$ cat config.mk
export PLATFORM = sky130hd
export DESIGN_NAME = control_unit
export DESIGN_NICKNAME = d
export VERILOG_FILES = /design/src/rtl/control_unit.sv
export SDC_FILE = /design/constraint.sdc
export NUM_CORES = 1
export LEC_CHECK = 0
export BUFFER_PORTS_ARGS = -buffer_cell sky130_fd_sc_hd__buf_2
export CORE_ASPECT_RATIO = 1.4
export CORE_MARGIN = 1
export CORE_UTILIZATION = 41
export CTS_CLUSTER_DIAMETER = 50
export DETAILED_ROUTE_END_ITERATION = 6
export PLACE_DENSITY = 0.77
export SYNTH_ARGS = -nofsm -noshare
export SYNTH_HDL_FRONTEND = slang
export SYNTH_SLANG_ARGS = --single-unit
$ cat constraint.sdc
create_clock -name clk -period 3.9 [get_ports clk]
set_input_delay 0.78 -clock clk [delete_from_list [all_inputs] [get_ports clk]]
set_output_delay 0.78 -clock clk [all_outputs]
set_load 0.02 [all_outputs]
$ cat src/rtl/control_unit.sv
// control_unit -- fetch/decode/execute sequencer for the 16-bit accumulator
// machine. Holds PC, IR, MAR, MBR and AC, drives the synchronous-read main
// memory port and the combinational ALU, and runs one instruction at a time
// from reset until HALT (or an undefined opcode).
//
// Optional feature macro: CU_LOADI_EN
//   defined   : opcode 0xB is LOADI (AC = M[M[X][11:0]])
//   undefined : opcode 0xB is illegal; the indirect path is not built
//
// Ports:
//   clk         system clock, all state on posedge
//   reset       synchronous, active-high
//   mem_addr    memory address {4'b0, addr12}
//   mem_wdata   memory write data (always AC)
//   mem_we      memory write enable (only in S_WRITE, forced 0 in reset)
//   mem_rdata   memory read data, valid the cycle after the address
//   alu_opcode  ALU operation select
//   alu_a       ALU operand 1 (AC)
//   alu_b       ALU operand 2 (MBR)
//   alu_result  ALU result, combinational
//   pc, ac, ir  architectural register views
//   halted      high while in S_HALT
//   illegal     sticky undefined-opcode flag
//
// state     | meaning
// S_FETCH   | present PC on the memory address
// S_LOADIR  | capture IR from memory, increment PC
// S_DECODE  | latch MAR, execute single-cycle ops, dispatch others
// S_READ    | present MAR on the memory address
// S_LOADMBR | capture MBR (LOADI first pass: chase the pointer)
// S_EXEC    | write AC from MBR or the ALU
// S_WRITE   | store AC to M[MAR]
// S_HALT    | terminal until reset

module control_unit (
  input  logic        clk,
  input  logic        reset,
  output logic [15:0] mem_addr,
  output logic [15:0] mem_wdata,
  output logic        mem_we,
  input  logic [15:0] mem_rdata,
  output logic [3:0]  alu_opcode,
  output logic [15:0] alu_a,
  output logic [15:0] alu_b,
  input  logic [15:0] alu_result,
  output logic [11:0] pc,
  output logic [15:0] ac,
  output logic [15:0] ir,
  output logic        halted,
  output logic        illegal
);

  localparam logic [2:0] S_FETCH   = 3'd0;
  localparam logic [2:0] S_LOADIR  = 3'd1;
  localparam logic [2:0] S_DECODE  = 3'd2;
  localparam logic [2:0] S_READ    = 3'd3;
  localparam logic [2:0] S_LOADMBR = 3'd4;
  localparam logic [2:0] S_EXEC    = 3'd5;
  localparam logic [2:0] S_WRITE   = 3'd6;
  localparam logic [2:0] S_HALT    = 3'd7;

  localparam logic [3:0] OP_NOP   = 4'h0;
  localparam logic [3:0] OP_LOAD  = 4'h1;
  localparam logic [3:0] OP_STORE = 4'h2;
  localparam logic [3:0] OP_ADD   = 4'h3;
  localparam logic [3:0] OP_SUBT  = 4'h4;
  localparam logic [3:0] OP_AND   = 4'h5;
  localparam logic [3:0] OP_OR    = 4'h6;
  localparam logic [3:0] OP_HALT  = 4'h7;
  localparam logic [3:0] OP_SKIP  = 4'h8;
  localparam logic [3:0] OP_JUMP  = 4'h9;
  localparam logic [3:0] OP_CLEAR = 4'hA;
  localparam logic [3:0] OP_LOADI = 4'hB;

  localparam logic [3:0] ALU_ADD = 4'b0000;
  localparam logic [3:0] ALU_SUB = 4'b0001;
  localparam logic [3:0] ALU_AND = 4'b1000;
  localparam logic [3:0] ALU_OR  = 4'b1001;

  logic [2:0]  state;
  logic [11:0] mar;
  logic [15:0] mbr;
  logic [3:0]  opcode;
  logic        skip_taken;

`ifdef CU_LOADI_EN
  logic        indirect;
`endif

  assign opcode = ir[15:12];

  always_comb begin
    skip_taken = 1'b0;
    case (ir[11:10])
      2'b00:   skip_taken = ac[15];
      2'b01:   skip_taken = (ac == 16'h0000);
      2'b10:   skip_taken = !ac[15] && (ac != 16'h0000);
      default: skip_taken = 1'b0;
    endcase
  end

  always_comb begin
    alu_opcode = ALU_ADD;
    case (opcode)
      OP_SUBT: alu_opcode = ALU_SUB;
      OP_AND:  alu_opcode = ALU_AND;
      OP_OR:   alu_opcode = ALU_OR;
      default: alu_opcode = ALU_ADD;
    endcase
  end

  assign mem_addr  = ((state == S_READ) || (state == S_WRITE)) ? {4'b0000, mar}
                                                                : {4'b0000, pc};
  // Combinational gate on reset so a write in flight is suppressed the
  // same cycle reset is asserted, not one edge later.
  assign mem_we    = (state == S_WRITE) && !reset;
  assign mem_wdata = ac;
  assign alu_a     = ac;
  assign alu_b     = mbr;
  assign halted    = (state == S_HALT);

  always_ff @(posedge clk) begin
    if (reset) begin
      state   <= S_FETCH;
      pc      <= 12'h000;
      ac      <= 16'h0000;
      ir      <= 16'h0000;
      mar     <= 12'h000;
      mbr     <= 16'h0000;
      illegal <= 1'b0;
`ifdef CU_LOADI_EN
      indirect <= 1'b0;
`endif
    end else begin
      case (state)
        S_FETCH: state <= S_LOADIR;

        S_LOADIR: begin
          ir    <= mem_rdata;
          pc    <= pc + 12'd1;
          state <= S_DECODE;
        end

        S_DECODE: begin
          mar <= ir[11:0];
          case (opcode)
            OP_LOAD, OP_ADD, OP_SUBT, OP_AND, OP_OR: state <= S_READ;
`ifdef CU_LOADI_EN
            OP_LOADI: state <= S_READ;
`endif
            OP_STORE: state <= S_WRITE;
            OP_NOP:   state <= S_FETCH;
            OP_JUMP: begin
              pc    <= ir[11:0];
              state <= S_FETCH;
            end
            OP_CLEAR: begin
              ac    <= 16'h0000;
              state <= S_FETCH;
            end
            OP_SKIP: begin
              if (skip_taken) pc <= pc + 12'd1;
              state <= S_FETCH;
            end
            OP_HALT: state <= S_HALT;
            default: begin
              illegal <= 1'b1;
              state   <= S_HALT;
            end
          endcase
        end

        S_READ: state <= S_LOADMBR;

        S_LOADMBR: begin
          mbr <= mem_rdata;
`ifdef CU_LOADI_EN
          // First LOADI pass fetched the pointer; go read its target.
          if ((opcode == OP_LOADI) && !indirect) begin
            mar      <= mem_rdata[11:0];
            indirect <= 1'b1;
            state    <= S_READ;
          end else begin
            state <= S_EXEC;
          end
`else
          state <= S_EXEC;
`endif
        end

        S_EXEC: begin
          case (opcode)
            OP_LOAD: ac <= mbr;
`ifdef CU_LOADI_EN
            OP_LOADI: ac <= mbr;
`endif
            OP_ADD, OP_SUBT, OP_AND, OP_OR: ac <= alu_result;
            default: ac <= ac;
          endcase
`ifdef CU_LOADI_EN
          indirect <= 1'b0;
`endif
          state <= S_FETCH;
        end

        S_WRITE: state <= S_FETCH;

        S_HALT: state <= S_HALT;

        default: state <= S_FETCH;
      endcase
    end
  end

endmodule

==> metrics.md, run 1 <==
| Metric | Value |
|---|---|
| Clock Skew | 0.00463 ns |
| CP required | 3.12 ns |
| Multi-input gate area | 1970 sq um |
| Post-synth top flop | dfxtp_1 |
| Gr usage total | 22.3% |
| Crit path DAT | 2.12 ns |
| Inst Count DP | 669 |
| Reg area | approximately 1500 sq um |
| Worst IR drop on VDD | about 210 uV |
| Max_cap viols | 0 |
| Core area | roughly 9100 sq um |
| Num ports | 149 |
| Clock power frac | roughly 45% |
| CTS root buffer | clkbuf_16 |
| Place WS | 1.19 ns |
| FFs w/ async S/R, synth | 0% |
| Final hold viol count | 0 |
| Crit path kind | reg -> out |
| Largest net degree at the start of global routing | between 70 and 80 |
| Comb pwr share | 12.9% |
| Total wire length | 11000 microns |
| Via count | 3739 |
| Remaining antenna violation count | 0 |
| Slew HR | 34.3% |
| Cell area after synthesis | 3920 sq um |
| Final setup fails | 0 |
| First-pass detailed-route iteration total | 7 |
| Outcome | finished with violations |
| Max Buffers Root-to-Sink | 2 |
| Most common cell after layout, fill and taps aside | buf_2 |
| Clock latency at the later pin of the worst-skew pair | about 0.34 ns |
| First-pass GRT wire length | between 15000 and 20000 microns |
| Avg WL per Cell | 16.1 microns |
| Switch Pwr | 0.528 mW |
| Power per cell area | 425 nW/um^2 |
| Most frequent cells in the layout | buf_2 (142), nand2_1 (100), dfxtp_1 (76), a21oi_1 (55), nor2_1 (28) |
| Grt ovf | 0 |
| Num CTS Buffers | 9 |
| N_diodes | 0 |
| Post-Syn Instances | 482 |
| Die Span X | 84.6 microns |
| RD Place Congestion | 0.844 |
| Vias in the first global route | 3388 |
| Critical R2R Launch | state[1] |
| Setup crit start | state[2] |
| Distinct cells, synth | 52 |
| Fillers | between 800 and 900 |
| Max Clock Freq | 345 MHz |
| Final slew viol count | 0 |
| Num rows | 41 |
| Total power | 2.00 mW |
| Worst min path class | reg -> reg |
| Min cycle time layout | 2.90 ns |
| RSZ-0062 raised after global routing | false |
| IO buf count | 142 |
| Count of non-filler cells in the finished layout | 685 |
| Worst setup SP type | flip-flop |
| Worst-margin pin slew | between 0.9 and 1 ns |
| Sw Share | 26.4% |
| CTS clk-pin slew, worst paths | 0.06 ns |
| Starting DRT DRC Count | 254 |
| Crit share post-route | about three quarters |
| HPWL after detailed placement | around 7900 microns |
| Fin util | 51.5% |
| Sink Count | 76 |
| Failing checks | design-rule violations |
| CTS tree | built |
| Initial Util | 42.9% |
| Min-delay src | mar[7] |
| Die Y-Extent | 118 microns |
| Sequential share of power | 42.5% |
| Seq/Total Area, Yosys | roughly 39% |
| Full die area | roughly 10000 sq um |
| H-tree depth | 3 |
| Register bit total from synthesis | 76 |
| EDFF count, synth | 0 |
| Nets@finish | 608 |
| CP Max Fanout | 14 |
| Leakage | between 2 and 2.5 nW |
| Yosys warnings | 0 |
| Post-CTS setup buffer count | 0 |
| Share of cells above drive strength 1 | 32.4% |
| Setup slack after layout | ~1 ns |
| Pint | between 1 and 1.5 mW |
| Worst setup EP type | output pin |
| Number of antenna violations at the first check in global routing | 0 |
| Post-CTS Resized | 0 |
| Total Neg Setup Slack | 0 ns |
| Vias/cell | between 5 and 6 |
| Hold Buf Count CTS | 0 |
| Mapped Avg Cell Area | 8.13 sq um |
| Layout area overhead | 20.1% |
| DRC Markers | 12 |
-- final cells by class --
class	count	share of cell area, %
clock buffer	11	5.16
clock inverter	5	1.60
inverter	3	0.239
multi-input combinational	335	41.8
sequential	76	32.3
tap	107	2.84
timing repair buffer	148	16.1
-- Yosys cell counts (4+ instances only) --
cell type	n	area share, %
nand2_1	100	9.6
nor3b_1	4	0.77
nand4_1	4	0.64
a2bb2oi_1	16	3.6
dfxtp_1	76	39
mux2i_1	18	4.6
nor4_1	7	1.1
nor2_1	28	2.7
buf_2	6	0.77
a21oi_1	55	7.0
o21ai_0	16	2.0
mux2_2	12	3.4
o31ai_1	9	1.7
buf_4	39	7.5
o211ai_1	10	1.9
clkbuf_1	26	2.5
and3_1	4	0.64
-- registers in the layout, indices dropped and copies added, names as in the netlist --
name,cells
ac,16
alu_b,16
illegal,1
ir,16
mar,12
pc,12
state,3
-- power groups by stage --
stage | clock network [mW] | registers [mW] | logic (mW)
final | 0.892 | 0.849 | 0.257
after global placement | 0 | 0.863 | 0.250
after global routing | 0.944 | 0.854 | 0.279
after detailed placement | 0 | 0.865 | 0.256
after CTS | 0.902 | 0.849 | 0.257
after floorplan | 0 | 0.865 | 0.177
-- logic make-up (layout without fill, tap and decap cells) --
family	after synthesis	in the layout	synth area share, %
AOI/OAI and AO/OA	121	121	19.4
DFF	76	76	38.8
adders and majority gates	1	1	0.319
muxes	30	30	8.05
and+or+nand+nor	174	174	21.0
xor gates and xnor gates	3	3	0.671
buffers and inverters	76	167	11.6
other	1	6	0.0957
-- through the flow --
stage                     hold slack [ns]  cell area [sq um]
after floorplan                     0.434               3940
after global placement              0.444               4390
after detailed placement            0.450               4390
after CTS                           0.458               4710
after global routing                0.482               4710
final                               0.458               4710
-- critical path, cell delays in order (launching register included) --
cell and delay, ns:
dfxtp_1 0.60, xor2_1 0.12, nand2_1 0.48, mux2_2 0.42
buf_2 0.16
-- routing by layer --
layer / wire, microns / share of wire, % / global-route usage, % / vias up
li1: - / - / - / 1820
met1: 4530 / 41 / 27.2 / 1750
met2: 5620 / 51 / 38.3 / 156
met3: 688 / 6.2 / 3.16 / 13
met4: 204 / 1.8 / 10.6 / 0
met5: 0 / 0 / 0 / -
-- path summary, 6_finish.rpt --
path	to	slack [ns]	depth (start not counted)
max	mem_addr[2]	1.0	4
min reg2reg	mar[7]	0.46	2
max reg2reg	pc[7]	1.14	6
min	mar[7]	0.46	2
(Power assumes the default switching activity.)
==> inputs of run 2 (changes only) <==
Settings changed: PLACE_DENSITY 0.77 to 0.79.
Clock period 3.9 ns to 2.5 ns, I/O delays scaled along.
==> run 2 against run 1 <==
Net effect:
- the flow still finishes with violations (design-rule violations)
- die area unchanged
- clock-buffer cell count is the same
- sequential power up 55%
- critical path depth up 1
- clock skew grew 0.0013 ns
- non-clock buffer count up 6
- via count increased by 1.2%
- critical path type is now reg -> reg
- largest cell class unchanged
- highest routed layer unchanged
==> metrics.md, run 2 (same netlist as run 1, synthesis figures left out) <==
| Metric | Value |
|---|---|
| N_diodes | 0 (unchanged) |
| Core area | 9130 sq um (unchanged) |
| Number of antenna violations at the first check in global routing | 0 (unchanged) |
| Total Neg Setup Slack | 0 ns (unchanged) |
| Full die area | 9960 sq um (unchanged) |
| CP required | 2.68 ns (-0.44 ns) |
| First-pass detailed-route iteration total | 7 (unchanged) |
| Num ports | 149 (unchanged) |
| Inst Count DP | 675 (+0.90%) |
| Failing checks | design-rule violations |
| CTS tree | built |
| Die Span X | 84.6 microns (unchanged) |
| Vias in the first global route | 3434 (+1.4%) |
| Total wire length | 10900 microns (-0.82%) |
| Delay-heaviest family, CP | compound AO/OA/AOI/OAI gates |
| Final setup fails | 0 (unchanged) |
| Slew HR | 47.5% (+13 points) |
| HPWL after detailed placement | 8000 microns (+1.3%) |
| Fin util | 52.1% (+0.58 points) |
| Critical Path Max Stage Delay | 0.60 ns (about the same) |
| Min cycle time layout | 2.39 ns |
| Gr usage total | 21.4% (-0.89 points) |
| CTS root buffer | clkbuf_16 |
| Worst setup SP type | flip-flop |
| Die Y-Extent | 118 microns (unchanged) |
| Setup slack after layout | 0.111 ns (-0.889 ns) |
| Layout area overhead | 21.5% |
| DRC Markers | 11 (-1) |
| Share of cells above drive strength 1 | 33.1% (+0.75 points) |
| Critical R2R Launch | state[1] |
| Nets@finish | 614 (+0.99%) |
| Starting DRT DRC Count | 227 (-11%) |
| Clock latency at the later pin of the worst-skew pair | 0.33 ns (about the same) |
| Most common cell after layout, fill and taps aside | buf_2 |
| Worst-margin pin slew | 0.788 ns (-0.194 ns) |
| Max Buffers Root-to-Sink | 2 (unchanged) |
| Initial Util | 42.9% (unchanged) |
| Worst min path class | in -> reg |
| Power per cell area | 660 nW/um^2 (+55%) |
| Remaining antenna violation count | 0 (unchanged) |
| Post-CTS setup buffer count | 0 (unchanged) |
| Hold Path Sink | ir[15] |
| Length in cells of the worst reg-to-reg path | 5 (-1) |
| Vias/cell | 5.48 (+0.44%) |
| IO buf count | 142 (unchanged) |
| Crit path DAT | 2.57 ns (+0.45 ns) |
| Worst setup EP type | flip-flop |
| Place WS | 0.189 ns (-0.997 ns) |
| Via count | 3783 (+1.2%) |
| Outcome | finished with violations |
| Crit share post-route | 95.6% |
| Clock Skew | 0.00594 ns (+0.00131 ns) |
| Most frequent cells in the layout | buf_2 (142), nand2_1 (100), dfxtp_1 (76), a21oi_1 (55), nor2_1 (28) |
| First-pass GRT wire length | 17100 microns (-1.8%) |
| Num rows | 41 (unchanged) |
| Final slew viol count | 0 (unchanged) |
| Hold Buf Count CTS | 0 (unchanged) |
| Crit path kind | reg -> reg |
| Register-to-register setup slack | 0.11 ns (-1.03 ns) |
| CP Max Fanout | 13 (-1) |
| Fillers | 873 (-0.68%) |
| Max stage delay cell, worst path | o31ai_2 |
| CTS clk-pin slew, worst paths | 0.06 ns (about the same) |
| Worst path bufs/invs | 0 (-1) |
| Max Clock Freq | roughly 420 MHz |
| Max_cap viols | 0 (unchanged) |
| Critical-path cell list | or3b_1, o31ai_2, o21ai_0, o211ai_1, o31ai_1 |
| Count of non-filler cells in the finished layout | 690 (+0.73%) |
| RD Place Congestion | 0.863 (+2.2%) |
| Sink Count | 76 (unchanged) |
| Min-delay src | mem_rdata[15] |
| Crit Reg-Reg Endpoint | pc[3] |
| Largest net degree at the start of global routing | 77 (unchanged) |
| Num CTS Buffers | 9 (unchanged) |
| Final hold viol count | 0 (unchanged) |
| H-tree depth | 3 (unchanged) |
| Leakage | 2.07 nW (+1.3%) |
| Post-CTS Resized | 0 (unchanged) |
| RSZ-0062 raised after global routing | false |
| Avg WL per Cell | 15.9 microns (-1.5%) |
| WHS Path Cells | 3 (+1) |
| Worst IR drop on VDD | 415 uV (+100%) |
| Grt ovf | 0 (unchanged) |
==> run 2: cell count changes in the layout (fill, tap and decap cells not counted) <==
cell,delta
buf_4,+6
clkbuf_1,-1
clkbuf_8,+1
clkinv_2,-2
clkinvlp_4,+1
==> run 2: tightest hold or removal path: stages <==
cell     delay (ns)
buf_2          0.10
nand2_1        0.05
a21oi_1        0.05
==> run 2: through the flow <==
stage          area, sq um  power (mW)  hold slack, ns
6_report              4760        3.14           0.418
2_1_floorplan         3940        1.62           0.434
4_1_cts               4760        3.16           0.405
3_5_place_dp          4430        1.76           0.448
5_1_grt               4760        3.25           0.411
3_3_place_gp          4430        1.74           0.439
==> run 2: where the power goes <==
part / switching (mW) / total, mW / internal (mW)
Sequential: 0.0704 / 1.32 / 1.25
Combinational: 0.258 / 0.410 / 0.152
Clock: 0.487 / 1.41 / 0.920
==> run 2: routing by layer <==
layer  vias to the layer above  routed length [microns]  share of wire (%)  GRT usage (%)
li1                       1828                        -                  -              -
met3                        12                      793                7.2           4.35
met2                       178                     5610                 51           37.2
met4                         0                      146                1.3           7.52
met5                         -                        0                  0              0
met1                      1765                     4400                 40           25.9
==> run 2: worst max-delay path by stage <==
stage / to / slack [ns] / depth (start not counted) / from
finish: pc[3] / 0.11 / 5 / state[1]
global route: mem_addr[10] / 0.02 / 5 / state[2]
CTS: mem_addr[2] / 0.13 / 5 / state[2]
detailed placement: pc[5] / 0.19 / 5 / state[1]
global placement: pc[0] / 0.29 / 6 / ac[10]
floorplan: mem_addr[10] / 0.38 / 5 / state[2]
==> run 2: final cells by class <==
class / instances / area [sq um] / share of cell area [%]
inverter: 3 / 11.3 / 0.237
sequential: 76 / 1520 / 32.0
multi-input combinational: 335 / 1970 / 41.3
timing repair buffer: 154 / 801 / 16.8
clock inverter: 4 / 72.6 / 1.53
clock buffer: 11 / 253 / 5.31
tap: 107 / 134 / 2.81
==> inputs of run 3 (changes only) <==
Settings changed: PLACE_DENSITY 0.79 to 0.77.
Clock period 2.5 ns to 2.4 ns, I/O delays scaled along.
==> run 3 against run 2 <==
Net effect:
- the flow still finishes with violations (design-rule violations)
- maximum frequency is 12% higher
- wire length rose by 0.94%
- first-iteration DRC count increased by 34%
- total power grew 4.0%
- clock power about the same
- critical endpoint is now pc[0]
==> metrics.md, run 3 (same netlist as run 1, synthesis figures left out) <==
| Metric | Value |
|---|---|
| Remaining antenna violation count | 0 (unchanged) |
| Crit path DAT | 2.39 ns (-0.18 ns) |
| Total power | 3.26 mW (+4.0%) |
| Failing checks | design-rule violations |
| N_diodes | 0 (unchanged) |
| Most frequent cells in the layout | buf_2 (142), nand2_1 (100), dfxtp_1 (76), a21oi_1 (55), nor2_1 (28) |
| CTS tree | built |
| Outcome | finished with violations |
| Post-CTS Resized | 0 (unchanged) |
| HPWL after detailed placement | 8050 microns (+0.57%) |
| Share of cells above drive strength 1 | 34.0% (+0.91 points) |
| DRC Markers | 2 (-9) |
| Vias in the first global route | 3549 (+3.3%) |
| Power per cell area | 679 nW/um^2 (+2.9%) |
| CTS root buffer | clkbuf_16 |
| IO buf count | 142 (unchanged) |
| H-tree depth | 3 (unchanged) |
| Worst path bufs/invs | 1 (+1) |
| Worst IR drop on VDD | 383 uV (-7.8%) |
| Leakage | 2.10 nW (+1.8%) |
| Met3 wire len | 616 microns (-22%) |
| Crit share post-route | 88.9% (-6.7 points) |
| Num ports | 149 (unchanged) |
| Comb pwr share | 14.1% (+1.0 points) |
| Delay-heaviest family, CP | simple AND/OR/NAND/NOR gates |
| Largest net degree at the start of global routing | 77 (unchanged) |
| Worst setup SP type | flip-flop |
| Starting DRT DRC Count | 304 (+34%) |
| Sink Count | 76 (unchanged) |
| Gr usage total | 22.3% (+0.87 points) |
| Worst-margin pin slew | 0.783 ns (-0.00489 ns) |
| Avg WL per Cell | 15.8 microns (-0.22%) |
| Nets@finish | 621 (+1.1%) |
| Total wire length | 11100 microns (+0.94%) |
| Critical Path Max Stage Delay | 0.46 ns (-0.14 ns) |
| Pint | 2.39 mW (+2.9%) |
| Fillers | 857 (-1.8%) |
| RSZ-0062 raised after global routing | false |
| Top sig layer | met4 |
| Met2 wire len | 5740 microns (+2.4%) |
| Switch Pwr | 0.872 mW (+7.0%) |
| Die Y-Extent | 118 microns (unchanged) |
| First-pass GRT wire length | 17700 microns (+3.5%) |
| Worst min path class | in -> reg |
| Clock power frac | 44.2% (-0.6 points) |
| Full die area | 9960 sq um (unchanged) |
| Routed length on met1 | 4480 microns (+1.8%) |
| Layout area overhead | 22.7% |
| Num rows | 41 (unchanged) |
| Min cycle time layout | 2.13 ns (-0.256 ns) |
| Max Buffers Root-to-Sink | 2 (unchanged) |
| RD Place Congestion | 0.861 (-0.27%) |
| Crit path kind | reg -> reg |
| Vias/cell | 5.44 (-0.81%) |
| Fin util | 52.7% (+0.55 points) |
| Clock latency at the later pin of the worst-skew pair | 0.34 ns (about the same) |
| Slew HR | 47.8% (+0.33 points) |
| Final hold viol count | 0 (unchanged) |
| Core area | 9130 sq um (unchanged) |
| Clock Skew | 0.00756 ns (+0.00162 ns) |
| Post-CTS setup buffer count | 0 (unchanged) |
| Initial Util | 42.9% (unchanged) |
| CP required | 2.66 ns (-0.02 ns) |
| Count of non-filler cells in the finished layout | 698 (+1.2%) |
| CP Max Fanout | 10 (-3) |
| Number of antenna violations at the first check in global routing | 0 (unchanged) |
| Max Clock Freq | 469 MHz (+12%) |
| Total Neg Setup Slack | 0 ns (unchanged) |
| Sequential share of power | 41.7% (-0.4 points) |
| Max stage delay cell, worst path | or4_1 |
| Critical-path cell list | nor4_1, nand4_1, mux2i_1, buf_4, or4_1, a31oi_1 |
| Num CTS Buffers | 9 (unchanged) |
| Die Span X | 84.6 microns (unchanged) |
| CTS clk-pin slew, worst paths | 0.06 ns (about the same) |
| Sw Share | 26.7% (+0.75 points) |
| Hold Buf Count CTS | 0 (unchanged) |
| Max_cap viols | 0 (unchanged) |
| Most common cell after layout, fill and taps aside | buf_2 |
| Via count | 3796 (+0.34%) |
| Final slew viol count | 0 (unchanged) |
| Inst Count DP | 682 (+1.0%) |
| Worst setup EP type | flip-flop |
| Grt ovf | 0 (unchanged) |
| Final setup fails | 0 (unchanged) |
| First-pass detailed-route iteration total | 7 (unchanged) |
[run 3: cell types whose count changed in the layout (fill, tap and decap cells not counted)]
cell	change
bufinv_16	-1
buf_4	+7
clkbuf_8	+2
[run 3: area by class of cell]
| type | count | area, sq um | share of cell area, % |
|---|---|---|---|
| multi-input cells | 335 | 1970 | 40.9 |
| flip-flops and latches | 76 | 1520 | 31.6 |
| repair buffers | 161 | 853 | 17.7 |
| clock buffers | 13 | 280 | 5.83 |
| well taps | 107 | 134 | 2.78 |
| clock inverters | 3 | 42.5 | 0.885 |
| inverters | 3 | 11.3 | 0.234 |
[run 3: metal layers]
| layer | vias to the layer above | global-route usage, % |
|---|---|---|
| li1 | 1848 | - |
| met1 | 1786 | 25.7 |
| met2 | 146 | 40.1 |
| met3 | 16 | 4.56 |
| met4 | 0 | 8.16 |
| met5 | - | 0 |
[run 3: worst reg2reg max path: cells and delay by family (launching register included)]
| kind | cells | cell delay [ns] |
|---|---|---|
| AND/OR/NAND/NOR | 3 | 1.14 |
| flip-flops | 1 | 0.33 |
| multiplexers | 1 | 0.21 |
| buffers and inverters | 1 | 0.19 |
| AO/OA/AOI/OAI | 1 | 0.17 |
[run 3: worst paths after layout]
path | startpoint | end | slack, ns | cells past startpoint
setup / recovery | ac[10] | pc[0] | 0.27 | 6
hold / removal | mem_rdata[15] | ir[15] | 0.39 | 3
setup reg to reg | ac[10] | pc[0] | 0.27 | 6
hold reg to reg | mar[6] | mar[6] | 0.46 | 2
[run 3: power by group through the flow]
stage                     clock, mW  sequential [mW]  combinational (mW)
after floorplan                   0             1.41               0.287
after global placement            0             1.39               0.448
after detailed placement          0             1.39               0.457
after CTS                      1.48             1.36               0.459
after global routing           1.51             1.37               0.501
final                          1.44             1.36               0.459
[run 3: metrics by stage]
step	instance area (sq um)	setup WS [ns]	hold slack (ns)
finish	4810	0.267	0.392
floorplan	3940	0.300	0.434
CTS	4810	0.213	0.378
detailed placement	4490	0.238	0.448
global route	4810	0.135	0.384
global placement	4490	0.298	0.440
